$ cat src/rtl/risc16_pkg.sv
// Shared definitions for the 8-bit RISC execute stage: datapath width,
// opcode encodings and status-flag bit positions.
package risc16_pkg;

   localparam int DATA_W = 8;

   localparam logic [3:0] OP_ADD  = 4'h0;
   localparam logic [3:0] OP_SUB  = 4'h1;
   localparam logic [3:0] OP_AND  = 4'h2;
   localparam logic [3:0] OP_OR   = 4'h3;
   localparam logic [3:0] OP_XOR  = 4'h4;
   localparam logic [3:0] OP_NOT  = 4'h5;
   localparam logic [3:0] OP_SHL  = 4'h6;
   localparam logic [3:0] OP_SHR  = 4'h7;
   localparam logic [3:0] OP_ADC  = 4'h8;
   localparam logic [3:0] OP_ADDR = 4'h9;
   localparam logic [3:0] OP_BEQ  = 4'hA;
   localparam logic [3:0] OP_BNE  = 4'hB;
   localparam logic [3:0] OP_BLT  = 4'hC;
   localparam logic [3:0] OP_BLTU = 4'hD;
   localparam logic [3:0] OP_PASS = 4'hE;
   localparam logic [3:0] OP_NOP  = 4'hF;

   localparam int FLAG_Z = 3;
   localparam int FLAG_C = 2;
   localparam int FLAG_N = 1;
   localparam int FLAG_V = 0;

   // Only the arithmetic, logic and shift group (ADD..ADC) touches the flags.
   function automatic logic flag_update(input logic [3:0] op);
      return (op <= OP_ADC);
   endfunction

endpackage

$ cat src/rtl/risc16_execute_unit_if.sv
// Execute-stage bus: operands and controls from decode/control, results
// toward memory, program counter and register write-back.
interface risc16_execute_unit_if;
   import risc16_pkg::*;

   logic [3:0]        opcode;
   logic [DATA_W-1:0] read_data1;
   logic [DATA_W-1:0] read_data2;
   logic [DATA_W-1:0] immediate;
   logic              ALU_src;
   logic              load;
   logic              branch;
   logic [DATA_W-1:0] mem_read_data;

   logic [DATA_W-1:0] alu_result;
   logic              compare;
   logic              branch_taken;
   logic [DATA_W-1:0] pc_increment;
   logic [DATA_W-1:0] write_data;
   logic [3:0]        flags;

   modport master (
      output opcode, read_data1, read_data2, immediate, ALU_src, load, branch, mem_read_data,
      input  alu_result, compare, branch_taken, pc_increment, write_data, flags
   );

   modport slave (
      input  opcode, read_data1, read_data2, immediate, ALU_src, load, branch, mem_read_data,
      output alu_result, compare, branch_taken, pc_increment, write_data, flags
   );

endinterface

$ cat src/rtl/risc16_alu_core.sv
// Combinational ALU: result, branch condition and the flag values the
// current operation would produce.
module risc16_alu_core
   import risc16_pkg::*;
(
   input  logic [DATA_W-1:0] a,
   input  logic [DATA_W-1:0] b,
   input  logic [3:0]        opcode,
   input  logic              carry_in,
   output logic [DATA_W-1:0] result,
   output logic              compare,
   output logic [3:0]        next_flags
);

   logic [DATA_W:0] sum_wide;
   logic [DATA_W:0] diff_wide;
   logic [DATA_W:0] shl_wide;
   logic [DATA_W:0] shr_wide;
   logic [2:0]      shamt;
   logic            cin_eff;
   logic            carry;
   logic            overflow;

   assign shamt     = b[2:0];
   assign cin_eff   = (opcode == OP_ADC) ? carry_in : 1'b0;
   assign sum_wide  = {1'b0, a} + {1'b0, b} + {{DATA_W{1'b0}}, cin_eff};
   assign diff_wide = {1'b0, a} - {1'b0, b};
   // The extra bit of each shift catches the last bit pushed out; it stays 0 for a zero shift.
   assign shl_wide  = {1'b0, a} << shamt;
   assign shr_wide  = {a, 1'b0} >> shamt;

   always_comb begin
      result   = '0;
      compare  = 1'b0;
      carry    = 1'b0;
      overflow = 1'b0;
      case (opcode)
         OP_ADD, OP_ADC: begin
            result   = sum_wide[DATA_W-1:0];
            carry    = sum_wide[DATA_W];
            overflow = (a[DATA_W-1] == b[DATA_W-1]) && (result[DATA_W-1] != a[DATA_W-1]);
         end
         OP_SUB: begin
            result   = diff_wide[DATA_W-1:0];
            carry    = diff_wide[DATA_W];
            overflow = (a[DATA_W-1] != b[DATA_W-1]) && (result[DATA_W-1] != a[DATA_W-1]);
         end
         OP_AND:  result = a & b;
         OP_OR:   result = a | b;
         OP_XOR:  result = a ^ b;
         OP_NOT:  result = ~a;
         OP_SHL: begin
            result = shl_wide[DATA_W-1:0];
            carry  = shl_wide[DATA_W];
         end
         OP_SHR: begin
            result = shr_wide[DATA_W:1];
            carry  = shr_wide[0];
         end
         OP_ADDR: result = sum_wide[DATA_W-1:0];
         OP_BEQ: begin
            result  = diff_wide[DATA_W-1:0];
            compare = (a == b);
         end
         OP_BNE: begin
            result  = diff_wide[DATA_W-1:0];
            compare = (a != b);
         end
         OP_BLT: begin
            result  = diff_wide[DATA_W-1:0];
            compare = ($signed(a) < $signed(b));
         end
         OP_BLTU: begin
            result  = diff_wide[DATA_W-1:0];
            compare = (a < b);
         end
         OP_PASS: result = b;
         default: result = '0;
      endcase
   end

   always_comb begin
      next_flags         = '0;
      next_flags[FLAG_Z] = (result == '0);
      next_flags[FLAG_C] = carry;
      next_flags[FLAG_N] = result[DATA_W-1];
      next_flags[FLAG_V] = overflow;
   end

endmodule

$ cat src/rtl/risc16_execute_unit.sv
// Execute stage: operand muxes, ALU, branch qualification, write-back and
// PC-increment muxes, plus the registered status flags.
module risc16_execute_unit
   import risc16_pkg::*;
(
   input  logic                  clk,
   input  logic                  rst,
   risc16_execute_unit_if.slave  bus
);

   logic [DATA_W-1:0] operand_a;
   logic [DATA_W-1:0] operand_b;
   logic [DATA_W-1:0] alu_result;
   logic              compare;
   logic              branch_taken;
   logic [3:0]        flags_reg;
   logic [3:0]        flags_next;
   logic [3:0]        alu_flags;

   assign operand_a = bus.load    ? bus.immediate : bus.read_data1;
   assign operand_b = bus.ALU_src ? bus.immediate : bus.read_data2;

   risc16_alu_core u_alu_core (
      .a          (operand_a),
      .b          (operand_b),
      .opcode     (bus.opcode),
      .carry_in   (flags_reg[FLAG_C]),
      .result     (alu_result),
      .compare    (compare),
      .next_flags (alu_flags)
   );

   assign branch_taken     = bus.branch & compare;
   assign bus.alu_result   = alu_result;
   assign bus.compare      = compare;
   assign bus.branch_taken = branch_taken;
   assign bus.pc_increment = branch_taken ? bus.immediate : {{(DATA_W-1){1'b0}}, 1'b1};
   assign bus.write_data   = bus.load ? bus.mem_read_data : alu_result;
   assign bus.flags        = flags_reg;

   assign flags_next = flag_update(bus.opcode) ? alu_flags : flags_reg;

   always_ff @(posedge clk or negedge rst) begin
      if (!rst) begin
         flags_reg <= 4'b0000;
      end else begin
         flags_reg <= flags_next;
      end
   end

endmodule

$ cat src/flat_wrapper.sv
// flat-port wrapper written by rule: the top's interface ports become plain ports
module risc16_execute_unit_flat import risc16_pkg::*;
  (clk, rst, bus_opcode, bus_read_data1, bus_read_data2, bus_immediate, bus_ALU_src, bus_load, bus_branch, bus_mem_read_data, bus_alu_result, bus_compare, bus_branch_taken, bus_pc_increment, bus_write_data, bus_flags);
  risc16_execute_unit_if bus_i ();
  input  logic clk;
  input  logic rst;
  input wire logic [$bits(bus_i.opcode)-1:0] bus_opcode;
  input wire logic [$bits(bus_i.read_data1)-1:0] bus_read_data1;
  input wire logic [$bits(bus_i.read_data2)-1:0] bus_read_data2;
  input wire logic [$bits(bus_i.immediate)-1:0] bus_immediate;
  input wire logic [$bits(bus_i.ALU_src)-1:0] bus_ALU_src;
  input wire logic [$bits(bus_i.load)-1:0] bus_load;
  input wire logic [$bits(bus_i.branch)-1:0] bus_branch;
  input wire logic [$bits(bus_i.mem_read_data)-1:0] bus_mem_read_data;
  output wire logic [$bits(bus_i.alu_result)-1:0] bus_alu_result;
  output wire logic [$bits(bus_i.compare)-1:0] bus_compare;
  output wire logic [$bits(bus_i.branch_taken)-1:0] bus_branch_taken;
  output wire logic [$bits(bus_i.pc_increment)-1:0] bus_pc_increment;
  output wire logic [$bits(bus_i.write_data)-1:0] bus_write_data;
  output wire logic [$bits(bus_i.flags)-1:0] bus_flags;
  assign bus_i.opcode = bus_opcode;
  assign bus_i.read_data1 = bus_read_data1;
  assign bus_i.read_data2 = bus_read_data2;
  assign bus_i.immediate = bus_immediate;
  assign bus_i.ALU_src = bus_ALU_src;
  assign bus_i.load = bus_load;
  assign bus_i.branch = bus_branch;
  assign bus_i.mem_read_data = bus_mem_read_data;
  assign bus_alu_result = bus_i.alu_result;
  assign bus_compare = bus_i.compare;
  assign bus_branch_taken = bus_i.branch_taken;
  assign bus_pc_increment = bus_i.pc_increment;
  assign bus_write_data = bus_i.write_data;
  assign bus_flags = bus_i.flags;
  risc16_execute_unit u_core (.clk(clk), .rst(rst), .bus(bus_i));
endmodule
$ cat config.mk
export PLATFORM = sky130hd
export DESIGN_NAME = risc16_execute_unit_flat
export DESIGN_NICKNAME = d
export VERILOG_FILES = /design/src/rtl/risc16_pkg.sv /design/src/rtl/risc16_execute_unit_if.sv /design/src/rtl/risc16_alu_core.sv /design/src/rtl/risc16_execute_unit.sv /design/src/flat_wrapper.sv
export SDC_FILE = /design/constraint.sdc
export NUM_CORES = 1
export LEC_CHECK = 0
export ABC_CLOCK_PERIOD_IN_PS = 10250
export BUFFER_PORTS_ARGS = -buffer_cell sky130_fd_sc_hd__buf_2
export CAP_MARGIN = 10
export CELL_PAD_IN_SITES_DETAIL_PLACEMENT = 0
export CELL_PAD_IN_SITES_GLOBAL_PLACEMENT = 1
export CORE_ASPECT_RATIO = 1.1
export CORE_UTILIZATION = 42
export CTS_BUF_LIST = sky130_fd_sc_hd__clkbuf_4 sky130_fd_sc_hd__clkbuf_8 sky130_fd_sc_hd__clkbuf_16
export CTS_CLUSTER_DIAMETER = 40
export DETAILED_ROUTE_END_ITERATION = 8
export HOLD_SLACK_MARGIN = 0.02
export PLACE_DENSITY_LB_ADDON = 0.1
export SLEW_MARGIN = 5
export SYNTH_ARGS = -nofsm -noshare
export SYNTH_HDL_FRONTEND = slang
export SYNTH_SLANG_ARGS = --single-unit
$ cat constraint.sdc
create_clock -name clk -period 10.25 [get_ports clk]
set_clock_uncertainty 0.1 [all_clocks]
set_input_delay 1.5375 -clock clk [delete_from_list [all_inputs] [get_ports clk]]
set_output_delay 1.5375 -clock clk [all_outputs]
set_load 0.02 [all_outputs]
**Word-level counts from Yosys, hierarchy flattened**

Index checks and enable logic that the tools add are counted.

- Output and inout port bits: 30
- Word-level logic and storage cells: 50
- Register bits: 4
- Input port bits: 41

- Order comparisons: 3
- Shift operators: 2
- Reductions and logical operators: 7
- Eq/ne operators: 20
- Bitwise operators: 5
- Add/sub/neg operators: 3
- Multiplexer cells: 9

Operators with widths:

| cell | number |
|---|---|
| one-hot mux 8 bit (9 select lines) | 1 |
| two-way mux 8 bit | 4 |
| == test 4 bit, second input constant | 7 |
| == test 4 x 3 -> 1 bit, second input constant | 4 |
| less-than comparator 8 bit | 2 |
| adder 8 x 8 -> 9 bit | 1 |
| adder 9 x 1 -> 9 bit | 1 |
| << shifter 8 x 3 -> 9 bit | 1 |
| right shift 9 x 3 -> 9 bit | 1 |
| subtractor 8 x 8 -> 9 bit | 1 |
| bitwise AND 8 bit | 1 |
| == test 4 x 2 -> 1 bit, second input constant | 2 |
| == test 8 bit | 1 |
| zero test 8 bit | 1 |
| != test 8 bit | 1 |
| inverter 8 bit | 1 |
| bitwise OR 8 bit | 1 |
| one-hot mux 1 bit (4 select lines) | 2 |
| bitwise XOR 8 bit | 1 |
| OR reduction 5 bit | 1 |
| == test 4 x 1 -> 1 bit, second input constant | 1 |
| <= comparator 4 bit, second input constant | 1 |
| zero test 4 bit | 1 |
| != test 1 bit | 3 |
| 7 further kinds | 8 |

**Depth between registers and ports, before layout**

- Word-level depth: 6
- Depth in mapped cells: 13

**Modules after synthesis**

Synthesis repeated with hierarchy kept, for this count alone.

- Cells, all modules: 340
- Area total of the unflattened synthesis: 2668.8 µm²

By module, submodules not included:

| module | area each (µm²) | cells an instance | instances |
|---|---|---|---|
| risc16_alu_core | 2154.6 | 295 | 1 |
| risc16_execute_unit | 514.2 | 45 | 1 |

**Worst setup path before layout**

No wires, ideal clock.

- Kind: input -> output
- Start point: input bus_ALU_src
- End point: output bus_pc_increment[1]
- Data arrival time: 4.611 ns
- Required time: 8.613 ns
- Path slack: 4.001 ns
- Buffers on the path: 3
- Stages on the path: 11
- Cells stage by stage: buf_6 -> mux2i_1 -> clkbuf_1 -> ha_1 -> clkbuf_1 -> or4_1 -> nor2_1 -> xnor2_1 -> nand2b_1 -> a21boi_1 -> and3_1

- Word-level cells in the longest chain between the ends: 5

Ends and longest elaborated chain:

| what | RTL line | source |
|---|---|---|
| from (decl) | flat_wrapper.sv:11 | `input wire logic [$bits(bus_i.ALU_src)-1:0] bus_ALU_src;` |
| two-way mux 8 bit * | risc16_execute_unit.sv:21 | `assign operand_b = bus.ALU_src ? bus.immediate : bus.read_data2;` |
| less-than comparator 8 bit (tied with other cells) | risc16_alu_core.sv:75 | `compare = (a < b);` |
| one-hot mux 1 bit (4 select lines) * | risc16_alu_core.sv:37 | `case (opcode)` |
| via bus_compare | flat_wrapper.sv:16 | `output wire logic [$bits(bus_i.compare)-1:0] bus_compare;` |
| bitwise AND 1 bit * | risc16_execute_unit.sv:33 | `assign branch_taken = bus.branch & compare;` |
| two-way mux 8 bit * | risc16_execute_unit.sv:37 | `assign bus.pc_increment = branch_taken ? bus.immediate : {{(DATA_W-1){1'b0}}, 1'b1};` |
| to (decl) | flat_wrapper.sv:18 | `output wire logic [$bits(bus_i.pc_increment)-1:0] bus_pc_increment;` |

Mark *: on every way through the listed nets, which the timed path passes. The rest lies on a longest branch.

**Worst setup path in the final report**

- Start point: input bus_load
- End point: output bus_pc_increment[5]

- Word-level cells in the longest chain between the ends: 5

Ends and longest elaborated chain:

| what | RTL line | source |
|---|---|---|
| from (decl) | flat_wrapper.sv:12 | `input wire logic [$bits(bus_i.load)-1:0] bus_load;` |
| two-way mux 8 bit * | risc16_execute_unit.sv:20 | `assign operand_a = bus.load ? bus.immediate : bus.read_data1;` |
| less-than comparator 8 bit (tied with other cells) | risc16_alu_core.sv:75 |  |
| one-hot mux 1 bit (4 select lines) * | risc16_alu_core.sv:37 |  |
| bitwise AND 1 bit * | risc16_execute_unit.sv:33 |  |
| two-way mux 8 bit * | risc16_execute_unit.sv:37 |  |

Mark *: on every way between the ends. The rest lies on a longest branch, timed or not.

==> flow_metrics.py <==
metrics = {
    "power": {
        "p_per_area_nw_per_um2": 88.65,
        "ir_drop_v": 0.0001347,
        "p_leak_nw": 1.399,
    },
    "detailed_routing": {
        "dr_total_vias": 3221,
        "drt_pass1_iterations": 6,
        "drtAntennaViolNets": 0,
        "drt_iter0_markers": 481,
        "vias_per_cell": 6.560,
        "routed_wirelength_um": 10380,
        "post_drt_wl_per_cell_um": 21.15,
        "drc": 0,
    },
    "floorplanning": {
        "coreArea_um2": 6156,
        "die_h_um": 85.67,
        "ioPinCount": 71,
        "dieWidth_um": 78.06,
        "rows": 30,
        "dieArea_um2": 6687,
        "start_util_pct": 43.41,
    },
    "clock_network": {
        "postCtsHoldBufs": 0,
        "cts_setup_buffers": 0,
        "clk_pin_slew_worst_paths_ns": 0.03,
        "cts.root.buffer_cell": "clkbuf_8",
        "clock_path_buffers": 2,
        "post_cts_resize_count": 0,
        "insertion_delay_ns": 0.21,
        "cts_max_level": 1,
        "clkSinkCount": 4,
        "cts_tree": "built",
        "cts_made_buffers": 3,
    },
    "final_layout": {
        "largest_reg_flops": 4,
        "nNetsFinal": 482,
        "n_antenna_cell": 0,
        "stdcell_area_um2": 3044,
        "drive_gt1_share_pct": 27.01,
        "instances_no_fill": 491,
        "area_delta_synth_final_pct": 13.90,
    },
    "worst_setup_path": {
        "crit_family": "compound AO/OA/AOI/OAI gates",
        "critPathArrivalTime_ns": 5.32,
        "critPathBufInv": 2,
        "crit_type": "in2out",
        "worst-path-max-fanout": 16,
        "critPathMaxStageDelay_ns": 0.87,
        "critPathRequiredTime_ns": 8.61,
        "cp-end-kind": "output pin",
        "crit_top_cell": "buf_2",
        "cp-start-kind": "primary input",
        "slowest_stage": "mux2i_1",
        "path_cells": "buf_2, mux2i_1, ha_1, fa_1, o21bai_1, a21oi_1, nor2_1, o41ai_1, o211ai_1, a21boi_1, and3_1, buf_2",
    },
    "synthesis": {
        "yosys.cell_count.top_type": "nor2_1",
        "syn_inst": 363,
        "synth-edff-count": 0,
        "synth.largest_area_cell": "ha_1",
        "syn_avg_cell_area_um2": 7.362,
        "synth_common_cells": "nor2_1 (37), ha_1 (25), inv_1 (18), nand2_1 (18)",
        "ys_types": 69,
        "synthesis.area_um2": 2673,
        "yosysTopAreaCellShare_pct": 11.70,
        "synth_warnings": 0,
        "ys_seq_area_share_pct": 3.745,
        "synth-main-ff-cell": "dfrtp_1",
        "syn_nets": 432,
        "yosys-top-cells-area": "ha_1 (12%), mux2i_1 (6.4%), nor2_1 (5.2%)",
        "async_flop_share_pct": 100.0,
        "ys_ff_latch": 4,
    },
    "placement": {
        "hpwl_um": 7934,
        "place_congestion": 0.9571,
        "placedCellCount": 488,
        "io_buffers": 70,
        "dpl_cell_area_um2": 3003,
    },
    "grt": {
        "grt_max_degree": 36,
        "overflow": 0,
        "grt_usage_pct": 30.27,
        "antenna_found_initial": 0,
        "grt_pass1_vias": 2817,
        "grt_pass1_wl_um": 15700,
    },
    "sta": {
        "fin_setup_tns_ns": 0,
        "finalHoldViolCount": 0,
        "period_share_pct": 67.88,
        "drv_slew": 0,
        "rsz0062_at_grt": "no",
        "worstMarginPinSlew_ns": 1.037,
        "finalCriticalPeriod_ns": 6.957,
        "slew-limit-headroom_pct": 30.72,
        "whs_ns": 0.3729,
        "setup_viol": 0,
        "max_clock_freq_mhz": 143.7,
    },
    "outcome": {
        "status": "finished clean",
    },
    "worst_hold_path": {
        "min_path_type": "reg2reg",
    },
    "job": {
        "drv_cap": 0,
    },
}
## metal layers
layer | global-route usage, % | vias up | part of all wire [%]
li1 | - | 1469 | -
met1 | 40.97 | 1503 | 40
met2 | 49.76 | 229 | 46
met3 | 3.404 | 20 | 10
met4 | 10.10 | 0 | 3.1
met5 | 0 | - | 0
## per-stage QoR
stage	worst slack (ns)	power, mW	utilization (%)
2_1_floorplan	4.001	0.1709	-
3_3_place_gp	3.397	0.2327	48.78
3_5_place_dp	3.366	0.2306	48.78
4_1_cts	3.374	0.2658	49.45
5_1_grt	3.003	0.2876	49.45
6_report	3.293	0.2699	49.45
## report_power, final
| part | switching (mW) | internal [mW] | total [mW] |
|---|---|---|---|
| sequential | 0.00238 | 0.0184 | 0.0208 |
| clock | 0.00832 | 0.0250 | 0.0334 |
| combinational | 0.137 | 0.0783 | 0.216 |
## kinds of logic after synthesis
logic type	share of synthesized area (%)
AO/OA/AOI/OAI	27.53
XOR/XNOR	1.966
adder cells (fa/ha/maj)	13.95
buffers and inverters	9.223
flip-flops	3.745
multiplexers	16.29
AND/OR/NAND/NOR	27.29
## worst min-delay path: stages (launching register included)
cell and delay [ns]:
dfrtp_1 0.33, nand2_1 0.06, o41ai_2 0.05
## path summary, 6_finish.rpt
check | from | endpoint | slack [ns] | cells past startpoint
worst max-delay path | bus_load | bus_pc_increment[5] | 3.29 | 12
worst min-delay path | u_core.bus.flags[3] | u_core.bus.flags[3] | 0.37 | 2
worst max register to register | u_core.bus.flags[2] | u_core.bus.flags[3] | 6.80 | 10
worst min register to register | u_core.bus.flags[3] | u_core.bus.flags[3] | 0.37 | 2
max in group asynchronous | rst | u_core.bus.flags[0] | 8.91 | 1
min in group asynchronous | rst | u_core.bus.flags[1] | 1.01 | 1
## placed cells by master, fill, tap and decap left out, drive strengths merged, types with 3 or more instances in the layout
cell     Yosys  final
o21bai       3      3
o21ai        9      9
nand2       18     18
nor3b        5      5
buf         14     74
nor4bb       4      4
ha          25     25
nand2b       3      3
or4          3      3
a221o        4      4
or3          4      4
xnor2        5      5
a21o         4      4
nor2b        7      7
o221ai       7      7
mux2i       26     26
nand3       13     13
dfrtp        4      4
clkbuf      15      3
a32oi        6      6
inv         25     25
mux2        11     11
o2111ai      3      3
a211oi       5      5
a22oi        9      9
nor2        37     37
a31oi        3      3
a21oi       17     17
and3        10     10
nand3b       5      5
nor3        16     16
fa           3      3
o211ai       3      3
## final cells by class
type                    instances  area (um2)
multi-input cells             305        2326
repair buffers                 74       380.4
clock buffers                   3       41.29
fillers                       642        3112
well taps                      80       100.1
inverters                      25       96.34
flip-flops and latches          4       100.1
Note: power is estimated with default switching activity, not from simulation.
